## src/rtl/timestamp_pkg.sv

```systemverilog
`default_nettype none
// ============================================================================
//  Module   : timestamp_pkg
//  Purpose  : Shared widths, FIFO entry layout and interval helper for the
//             timestamp capture block.
//  Revision : 1.0  initial release
// ============================================================================
package timestamp_pkg;

  // Width of the free-running counter and of every captured timestamp.
  localparam int CNT_W  = 32;
  // Width of the saturating dropped-event counter.
  localparam int DROP_W = 8;

  // One FIFO entry: captured count, interval to the previous accepted
  // capture, and a flag marking the first capture after reset.
  typedef struct packed {
    logic [CNT_W-1:0] ts;
    logic [CNT_W-1:0] delta;
    logic             first;
  } ts_entry_t;

  // Modulo-2^CNT_W interval; unsigned subtraction wraps naturally, so a
  // counter rollover between the two samples still gives the small interval.
  function automatic logic [CNT_W-1:0] ts_interval(
    input logic [CNT_W-1:0] now_ts,
    input logic [CNT_W-1:0] prev_ts
  );
    return now_ts - prev_ts;
  endfunction

endpackage : timestamp_pkg
`default_nettype wire

```

## src/rtl/ts_fifo.sv

```systemverilog
`default_nettype none
// ============================================================================
//  Module   : ts_fifo
//  Purpose  : Synchronous first-word-fall-through FIFO of timestamp entries.
//             The head entry is visible on rdata whenever the FIFO is
//             non-empty and reads as all-zero when empty.
//  Revision : 1.0  initial release
// ============================================================================
module ts_fifo
  import timestamp_pkg::*;
#(
  parameter int DEPTH = 8
) (
  input  logic                     clk,
  input  logic                     rst,
  input  logic                     push,
  input  ts_entry_t                wdata,
  input  logic                     pop,
  output ts_entry_t                rdata,
  output logic                     full,
  output logic                     empty,
  output logic [$clog2(DEPTH):0]   level
);

  localparam int             AW       = $clog2(DEPTH);
  localparam logic [AW:0]    FULL_LVL = (AW+1)'(DEPTH);
  localparam logic [AW-1:0]  PTR_ONE  = AW'(1);
  localparam logic [AW:0]    LVL_ONE  = (AW+1)'(1);

  ts_entry_t     mem [DEPTH];
  logic [AW-1:0] wr_ptr;
  logic [AW-1:0] rd_ptr;
  logic [AW:0]   count;

  logic          do_push;
  logic          do_pop;

  assign full  = (count == FULL_LVL);
  assign empty = (count == '0);
  assign level = count;

  // A pop on an empty FIFO is meaningless; a push into a full FIFO is only
  // legal when the head leaves at the same edge.
  assign do_pop  = pop & ~empty;
  assign do_push = push & (~full | do_pop);

  // Head entry falls through; masked to zero so an empty FIFO reads as 0.
  assign rdata = empty ? '0 : mem[rd_ptr];

  // Storage write; contents need no reset because pointers define validity.
  always_ff @(posedge clk) begin
    if (!rst && do_push) begin
      mem[wr_ptr] <= wdata;
    end
  end

  // Pointer and occupancy tracking.
  always_ff @(posedge clk) begin
    if (rst) begin
      wr_ptr <= '0;
      rd_ptr <= '0;
      count  <= '0;
    end else begin
      if (do_push) begin
        wr_ptr <= wr_ptr + PTR_ONE;
      end
      if (do_pop) begin
        rd_ptr <= rd_ptr + PTR_ONE;
      end
      case ({do_push, do_pop})
        2'b10:   count <= count + LVL_ONE;
        2'b01:   count <= count - LVL_ONE;
        default: count <= count;
      endcase
    end
  end

endmodule : ts_fifo
`default_nettype wire

```

## src/rtl/timestamp_capture.sv

```systemverilog
`default_nettype none
// ============================================================================
//  Module   : timestamp_capture
//  Purpose  : Captures the free-running counter on each rising edge of an
//             event line, computes the interval to the previous accepted
//             capture, and queues the result in a FWFT FIFO. Events that
//             find the FIFO full are dropped, flagged and counted.
//  Revision : 1.0  initial release
// ============================================================================
module timestamp_capture
  import timestamp_pkg::*;
#(
  parameter int DEPTH = 8
) (
  input  logic                     clk,
  input  logic                     rst,
  input  logic [CNT_W-1:0]         count_in,
  input  logic                     event_in,
  input  logic                     enable,
  input  logic                     clr_ovf,
  output logic [CNT_W-1:0]         ts_data,
  output logic [CNT_W-1:0]         ts_delta,
  output logic                     ts_first,
  output logic                     ts_valid,
  input  logic                     ts_ready,
  output logic [$clog2(DEPTH):0]   level,
  output logic                     ovf,
  output logic [DROP_W-1:0]        drop_cnt
);

  localparam logic [DROP_W-1:0] DROP_MAX = '1;
  localparam logic [DROP_W-1:0] DROP_ONE = DROP_W'(1);

  logic             event_q;
  logic             event_det;
  logic             pop;
  logic             accept;
  logic             drop;
  logic             fifo_full;
  logic             fifo_empty;
  logic             first_pending;
  logic [CNT_W-1:0] prev_ts;
  ts_entry_t        wr_entry;
  ts_entry_t        head;

  // Rising-edge detect. event_q tracks event_in regardless of enable, so a
  // line that rose while disabled does not fire once enable goes high.
  assign event_det = event_in & ~event_q & enable;

  // Consumer handshake; only a real pop when the FIFO holds something.
  assign pop = ts_valid & ts_ready;

  // Accept unless full with no simultaneous pop freeing a slot.
  assign accept = event_det & (~fifo_full | pop);
  assign drop   = event_det & fifo_full & ~pop;

  // Entry being written this cycle.
  always_comb begin
    wr_entry       = '0;
    wr_entry.ts    = count_in;
    wr_entry.first = first_pending;
    wr_entry.delta = first_pending ? '0 : ts_interval(count_in, prev_ts);
  end

  // Event line history; loads 1 in reset so a line held high across reset
  // release is not seen as a new edge.
  always_ff @(posedge clk) begin
    if (rst) begin
      event_q <= 1'b1;
    end else begin
      event_q <= event_in;
    end
  end

  // Reference for interval computation, advanced only by accepted events.
  always_ff @(posedge clk) begin
    if (rst) begin
      prev_ts       <= '0;
      first_pending <= 1'b1;
    end else if (accept) begin
      prev_ts       <= count_in;
      first_pending <= 1'b0;
    end
  end

  // Sticky overflow flag and saturating drop counter; a drop coinciding
  // with a clear wins, leaving exactly that one drop recorded.
  always_ff @(posedge clk) begin
    if (rst) begin
      ovf      <= 1'b0;
      drop_cnt <= '0;
    end else if (clr_ovf) begin
      ovf      <= drop;
      drop_cnt <= drop ? DROP_ONE : '0;
    end else if (drop) begin
      ovf <= 1'b1;
      if (drop_cnt != DROP_MAX) begin
        drop_cnt <= drop_cnt + DROP_ONE;
      end
    end
  end

  ts_fifo #(
    .DEPTH (DEPTH)
  ) u_fifo (
    .clk   (clk),
    .rst   (rst),
    .push  (accept),
    .wdata (wr_entry),
    .pop   (pop),
    .rdata (head),
    .full  (fifo_full),
    .empty (fifo_empty),
    .level (level)
  );

  assign ts_valid = ~fifo_empty;
  assign ts_data  = head.ts;
  assign ts_delta = head.delta;
  assign ts_first = head.first;

endmodule : timestamp_capture
`default_nettype wire

```

## config.mk

```make
export PLATFORM = sky130hd
export DESIGN_NAME = timestamp_capture
export DESIGN_NICKNAME = d
export VERILOG_FILES = /design/src/rtl/timestamp_pkg.sv /design/src/rtl/ts_fifo.sv /design/src/rtl/timestamp_capture.sv
export SDC_FILE = /design/constraint.sdc
export NUM_CORES = 1
export LEC_CHECK = 0
export CORE_MARGIN = 4
export CORE_UTILIZATION = 59
export DETAILED_ROUTE_END_ITERATION = 10
export DONT_BUFFER_PORTS = 1
export PLACE_DENSITY = 0.75
export SYNTH_ARGS = -nofsm -noshare
export SYNTH_HDL_FRONTEND = slang
export SYNTH_SLANG_ARGS = --single-unit
```

## constraint.sdc

```tcl
create_clock -name clk -period 15.9 [get_ports clk]
set_input_delay 2.385 -clock clk [delete_from_list [all_inputs] [get_ports clk]]
set_output_delay 2.385 -clock clk [all_outputs]
set_load 0.01 [all_outputs]
```

# --- After elaboration in Yosys (flattened, before gate mapping) ---
# Memories as Yosys holds them, arrays and structs flattened. A register that Yosys moved wholly into a read port is not among the register bits.
# Index checks and enable logic that the tools add are counted.
classes:
  n_reduce_logical: 7
  addsub: 6
  bitwise_logic: 14
  muxes: 13
  n_eq_ne: 4
op_table:
  columns: ["operator", "n"]
  rows:
  - ["$mux W65", 1]
  - ["$mux W32", 1]
  - ["$sub A32 B32 Y32", 1]
  - ["$mux W8", 3]
  - ["$add A8 B1 Y8 const B", 1]
  - ["$and A1 B1 Y1", 8]
  - ["$ne A8 B8 Y1 const B", 1]
  - ["$pmux W4 S2", 1]
  - ["$add A3 B1 Y3 const B", 2]
  - ["$mux W3", 2]
  - ["$reduce_bool A2 Y1", 3]
  - ["$mux W1", 5]
  - ["$add A4 B1 Y4 const B", 1]
  - ["$eq A4 B4 Y1 const B", 1]
  - ["$logic_not A4 Y1", 1]
  - ["$not A1 Y1", 4]
  - ["$sub A4 B1 Y4 const B", 1]
  - ["$eq A2 B1 Y1 const B", 1]
  - ["$eq A2 B2 Y1 const B", 1]
  - ["$or A1 B1 Y1", 2]
  - ["$reduce_and A2 Y1", 1]
  - ["$logic_and A1 B1 Y1", 1]
  - ["$logic_not A1 Y1", 1]
word_totals:
  input_bits: 38
  elab_cells: 53
  ff_bits: 53
  out_inout_bits: 79
  n_memories: 1
  ram_bits: 520
mem_list:
  columns: ["name", "words", "word_bits", "rd", "rd_ports_with_merged_regs", "write_ports", "line_no", "text"]
  rows:
  - ["u_fifo.mem", 8, 65, 1, 1, 1, "ts_fifo.sv:30", "ts_entry_t mem [DEPTH];"]

# --- Depth between registers and ports, before layout ---
depth:
  depth_word: 9
  mapped_depth: 11
  ltp_nobuf: 10

# --- By module ---
# Synthesis repeated with hierarchy kept, for this count alone.
hier_totals:
  cells_unflattened: 1468
  hier_area_um2: 24364.6
modules_own_cells:
  columns: ["module", "cells_per_inst", "seq_area_each_um2", "area_each_um2", "instances"]
  rows:
  - ["ts_fifo", 907, 15875.2, 20472.1, 1]
  - ["timestamp_capture", 561, 860.8, 3892.5, 1]

# --- Worst setup path before layout ---
# No wires, ideal clock.
synth_path:
  path_type: "input port to flip-flop"
  from: "input ts_ready"
  to: "memory u_fifo.mem[0][0] (netlist bit) (enable)"
  required_time_ns: 15.229
  t_arrival_ns: 10.046
  setup_slack_ns: 5.183
  cell_stages: 5
  setup_time_ns: 0.671
  n_path_buf: 1
  path_cell_list: "inv_1 a31oi_1 inv_1 clkbuf_1 nor4b_1"
synth_via:
  elab_chain_cells: 7
  word_cells_on_any_way: 9
  classes_between: "2 x mux; 6 x bitwise; 1 x reduce/logical"
synth_lines:
  columns: ["item", "line_no", "text"]
  rows:
  - ["start, declared", "timestamp_capture.sv:25", "input logic ts_ready,"]
  - ["$and A1 B1 Y1 (*)", "timestamp_capture.sv:51", "assign pop = ts_valid & ts_ready;"]
  - ["$or A1 B1 Y1 or $and A1 B1 Y1 (tied branches)", "timestamp_capture.sv:54, ts_fifo.sv:44", null]
  - ["$and A1 B1 Y1 or $or A1 B1 Y1 (tied branches)", "timestamp_capture.sv:54, ts_fifo.sv:45", null]
  - ["$and A1 B1 Y1 (*)", "ts_fifo.sv:45", "assign do_push = push & (~full | do_pop);"]
  - ["$logic_and A1 B1 Y1 (*)", "ts_fifo.sv:52", "if (!rst && do_push) begin"]
  - ["$mux W1 (*)", "ts_fifo.sv:52", null]
  - ["$mux W1 (not written as such) (*)", "ts_fifo.sv:53", "mem[wr_ptr] <= wdata;"]
  - ["end, declared", "ts_fifo.sv:30", null]
# Every way passes the cells marked *; elsewhere a longest branch is shown, timed or not.

==> summary.md <==
| Metric | Value |
|---|---|
| Most crowded layer after global routing | met2 |
| Status | complete, no violations |
| Worst-case clock buffer depth | 3 |
| Syn avg cell area | ~17 µm² |
| CTS root buf | clkbuf_16 |
| Setup TNS Final | 0 ns |
| Crit. End Element | output pin |
| Final Critical Period | between 5 and 6 ns |
| Met1 GRT Util | between 30% and 40% |
| First-pass GRT wire length | 76.2 mm |
| Synth top area cells | edfxtp_1, mux4_2, dfxtp_1 |
| Maxcap violations | 0 |
| Cell count after synthesis | roughly 1.4k |
| #FFs+latches synth | 576 |
| Crit-path leading delay family | flip-flops |
| Critical path peak fanout | 70 |
| Die Y | roughly 210 µm |
| Peak supply drop | 0.0000936 V |
| Unrepaired setup endpoints after global routing | no |
| Final Wtd Congestion | 0.867 |
| Met3 usage | approximately 3.8% |
| Sequential share of the synthesized area | 70.1% |
| Worst-Skew Late Latency | 0.61 ns |
| Post-synthesis simple-gate area fraction | 5.46% |
| Final setup viols | 0 |
| Ys Warns | 0 |
| Clock Skew | 0.0210 ns |
| Total Routing Usage GR | between 20% and 30% |
| Die area | approximately 44000 µm² |
| CP max stage delay | a little over 0.9 ns |
| 1st-iter DRT viols | 992 |
| Share of cells above drive strength 1 | 17.9% |
| Antenna violations before repair | 0 |
| Worst EP arrival | about 3.5 ns |
| Syn nets | 1492 |
| Main synth FF type | edfxtp_1 |
| Drt pass-1 iters | 7 |
| Vias in the first global route | roughly 13k |
| TritonCTS clock tree | done |
| CTS sink cnt | about 580 |
| Buffers on Ports | 0 |
| WP data required | around 14 ns |
| Relative slew margins | about 22% |
| Tcrit/Tclk final | between 30% and 40% |
| Synth Area in Compound Gates | about 4.1% |
| Count leader, synth | edfxtp_1 |
| Fmax | roughly 0.17 GHz |
| Final Power | approximately 3400 µW |
| Wirelength, routed | 48.8 mm |
| Row Count | 73 |
| Grt ovf | 0 |
| Initial core utilization | around three fifths |
| Post-synth top area cell | edfxtp_1 |
| Bufs and invs on worst path | 1 |
| DR vias | around 13k |
| Xor-xnor portion of the synthesized cell area | under 10% |
| Postcts setup bufs | 0 |
| CP cell instances | buf_4 -> mux4_2 -> mux2i_1 -> nor2_1 |
| Mux contribution to synthesized area | approximately 15% |
| Leak Pwr | roughly 0.0082 µW |
| Pin count of the biggest net entering global routing | about 70 |
| Number of flops mapped to enable cells by yosys | 520 |
| Slew Limit Fails | 0 |
| Antenna cells | 0 |
| CP max stage cell | dfxtp_4 |
| Count of cell types in the netlist | 63 |
| Post_cts resized | 0 |
| Layout area overhead | 10.2% |
| Worst-Margin Slew | about 1.2 ns |
| Commonest cells in the netlist | edfxtp_1, mux4_2, nor2_1, nand2_1, a21oi_1 |
| Routed vias/inst | ~6.3 |
| Netlist Area Pre-Place | 23900 µm² |
| Type of the worst min-delay path | register to register |
| Largest family of logic cells by synthesized area | multiplexers |
| TritonCTS Buffers | 55 |
| CTS clk-pin slew, worst paths | roughly 0.06 ns |
| Wirelength per Cell | about 24 µm |
| M2 GR Usage | 35.7% |
| Fin nets | around 1.5k |
| Fillers | roughly 2.7k |
| Die span in x | 209 µm |
| Crit Path Class | register to output pin |
| H-tree depth | 2 |
| Adder-Cell Fraction of Synth Area | roughly 2.2% |
| Post-CTS Hold Fix Bufs | 0 |
| Startpoint types | register |
| Detailed placer's ending HPWL | around 28 mm |
| Antenna-violating nets left | 0 |
| Num ports | 117 |
| Core Box Area | roughly 40000 µm² |
| Post-synth ARST share | 0% |
| DRC errors left | 0 |
| Pwr dens | ~130 nW/µm² |
| Yosys top cell area share | 65.4% |
| Final hold vios | 0 |
==> metal layers <==
layer  wire, µm  share of wire, %
met1      20900                43
met2      23300                48
met3       3390               7.0
met4       1250               2.6
met5          0                 0
==> final timing paths <==
path	depth (start not counted)	to	slack, ns	start
setup / recovery	4	ts_delta[2]	10.05	register
hold / removal	2	prev_ts[8]$_SDFFE_PP0P_	0.45	prev_ts[8]$_SDFFE_PP0P_
setup reg to reg	11	u_fifo.level[3]$_SDFFE_PP0P_	12.43	u_fifo.level[0]$_SDFFE_PP0P_
hold reg to reg	2	prev_ts[8]$_SDFFE_PP0P_	0.45	prev_ts[8]$_SDFFE_PP0P_
==> per-stage QoR <==
stage	utilization, %	cells	hold WS, ns	cell area, µm²	setup WS, ns
CTS	66.0	1998	0.449	26300	9.95
global route	66.0	1998	0.465	26300	9.78
finish	66.0	1998	0.451	26300	10.05
global placement	61.5	1894	0.436	24500	10.57
detailed placement	61.5	1894	0.441	24500	10.53
floorplan	-	1414	0.436	23900	5.18
==> worst register-to-register path: stages (launching register included) <==
cell     delay (ns)
dfxtp_1        0.40
nor3_1         0.52
a31oi_4        0.14
buf_4          0.28
inv_1          0.60
ha_1           0.32
ha_1           0.24
a21o_1         0.18
a21oi_1        0.17
xnor2_1        0.09
or3_1          0.31
a21oi_1        0.16
==> state kept, by name, summed over array words and instances, names as in the netlist, named ones only <==
register       cells
u_fifo.level       4
u_fifo.mem       520
drop_cnt           8
u_fifo.wr_ptr      3
u_fifo.rd_ptr      3
first_pending      1
prev_ts           32
event_q            1
ovf                1
==> placed cells by master (no fill, tap or decap), types with 22 or more instances in the layout <==
master / count
buf_4: 22
nor2_1: 127
o21ai_0: 30
nand2_1: 96
a21oi_1: 70
mux2i_1: 65
mux4_2: 130
edfxtp_1: 520
clkbuf_16: 55
inv_1: 47
dfxtp_1: 53
ha_1: 38
==> power by group <==
group	leakage (µW)	total, µW	switching [µW]	internal, µW
Sequential	0.00519	1680	27.8	1650
Clock	0.000882	1290	551	740
Combinational	0.00207	420	235	186
==> kinds of logic (layout without fill, tap and decap cells) <==
kind of cell / count (synthesis) / count (layout)
flops: 576 / 576
simple gates: 294 / 294
mux: 198 / 198
compound gates: 162 / 162
buf+inv: 114 / 173
fa+ha+maj: 40 / 40
xor+xnor: 30 / 30
==> layout make-up <==
cell class	count	area (µm²)	share of cell area, %
clock buffers	71	1480	5.62
clock inverters	33	324	1.23
inverters	47	176	0.671
multi-input cells	724	6750	25.7
flip-flops and latches	576	16700	63.7
well taps	525	657	2.50
repair buffers	22	165	0.628
No activity file was read; power rests on OpenSTA's default activity.
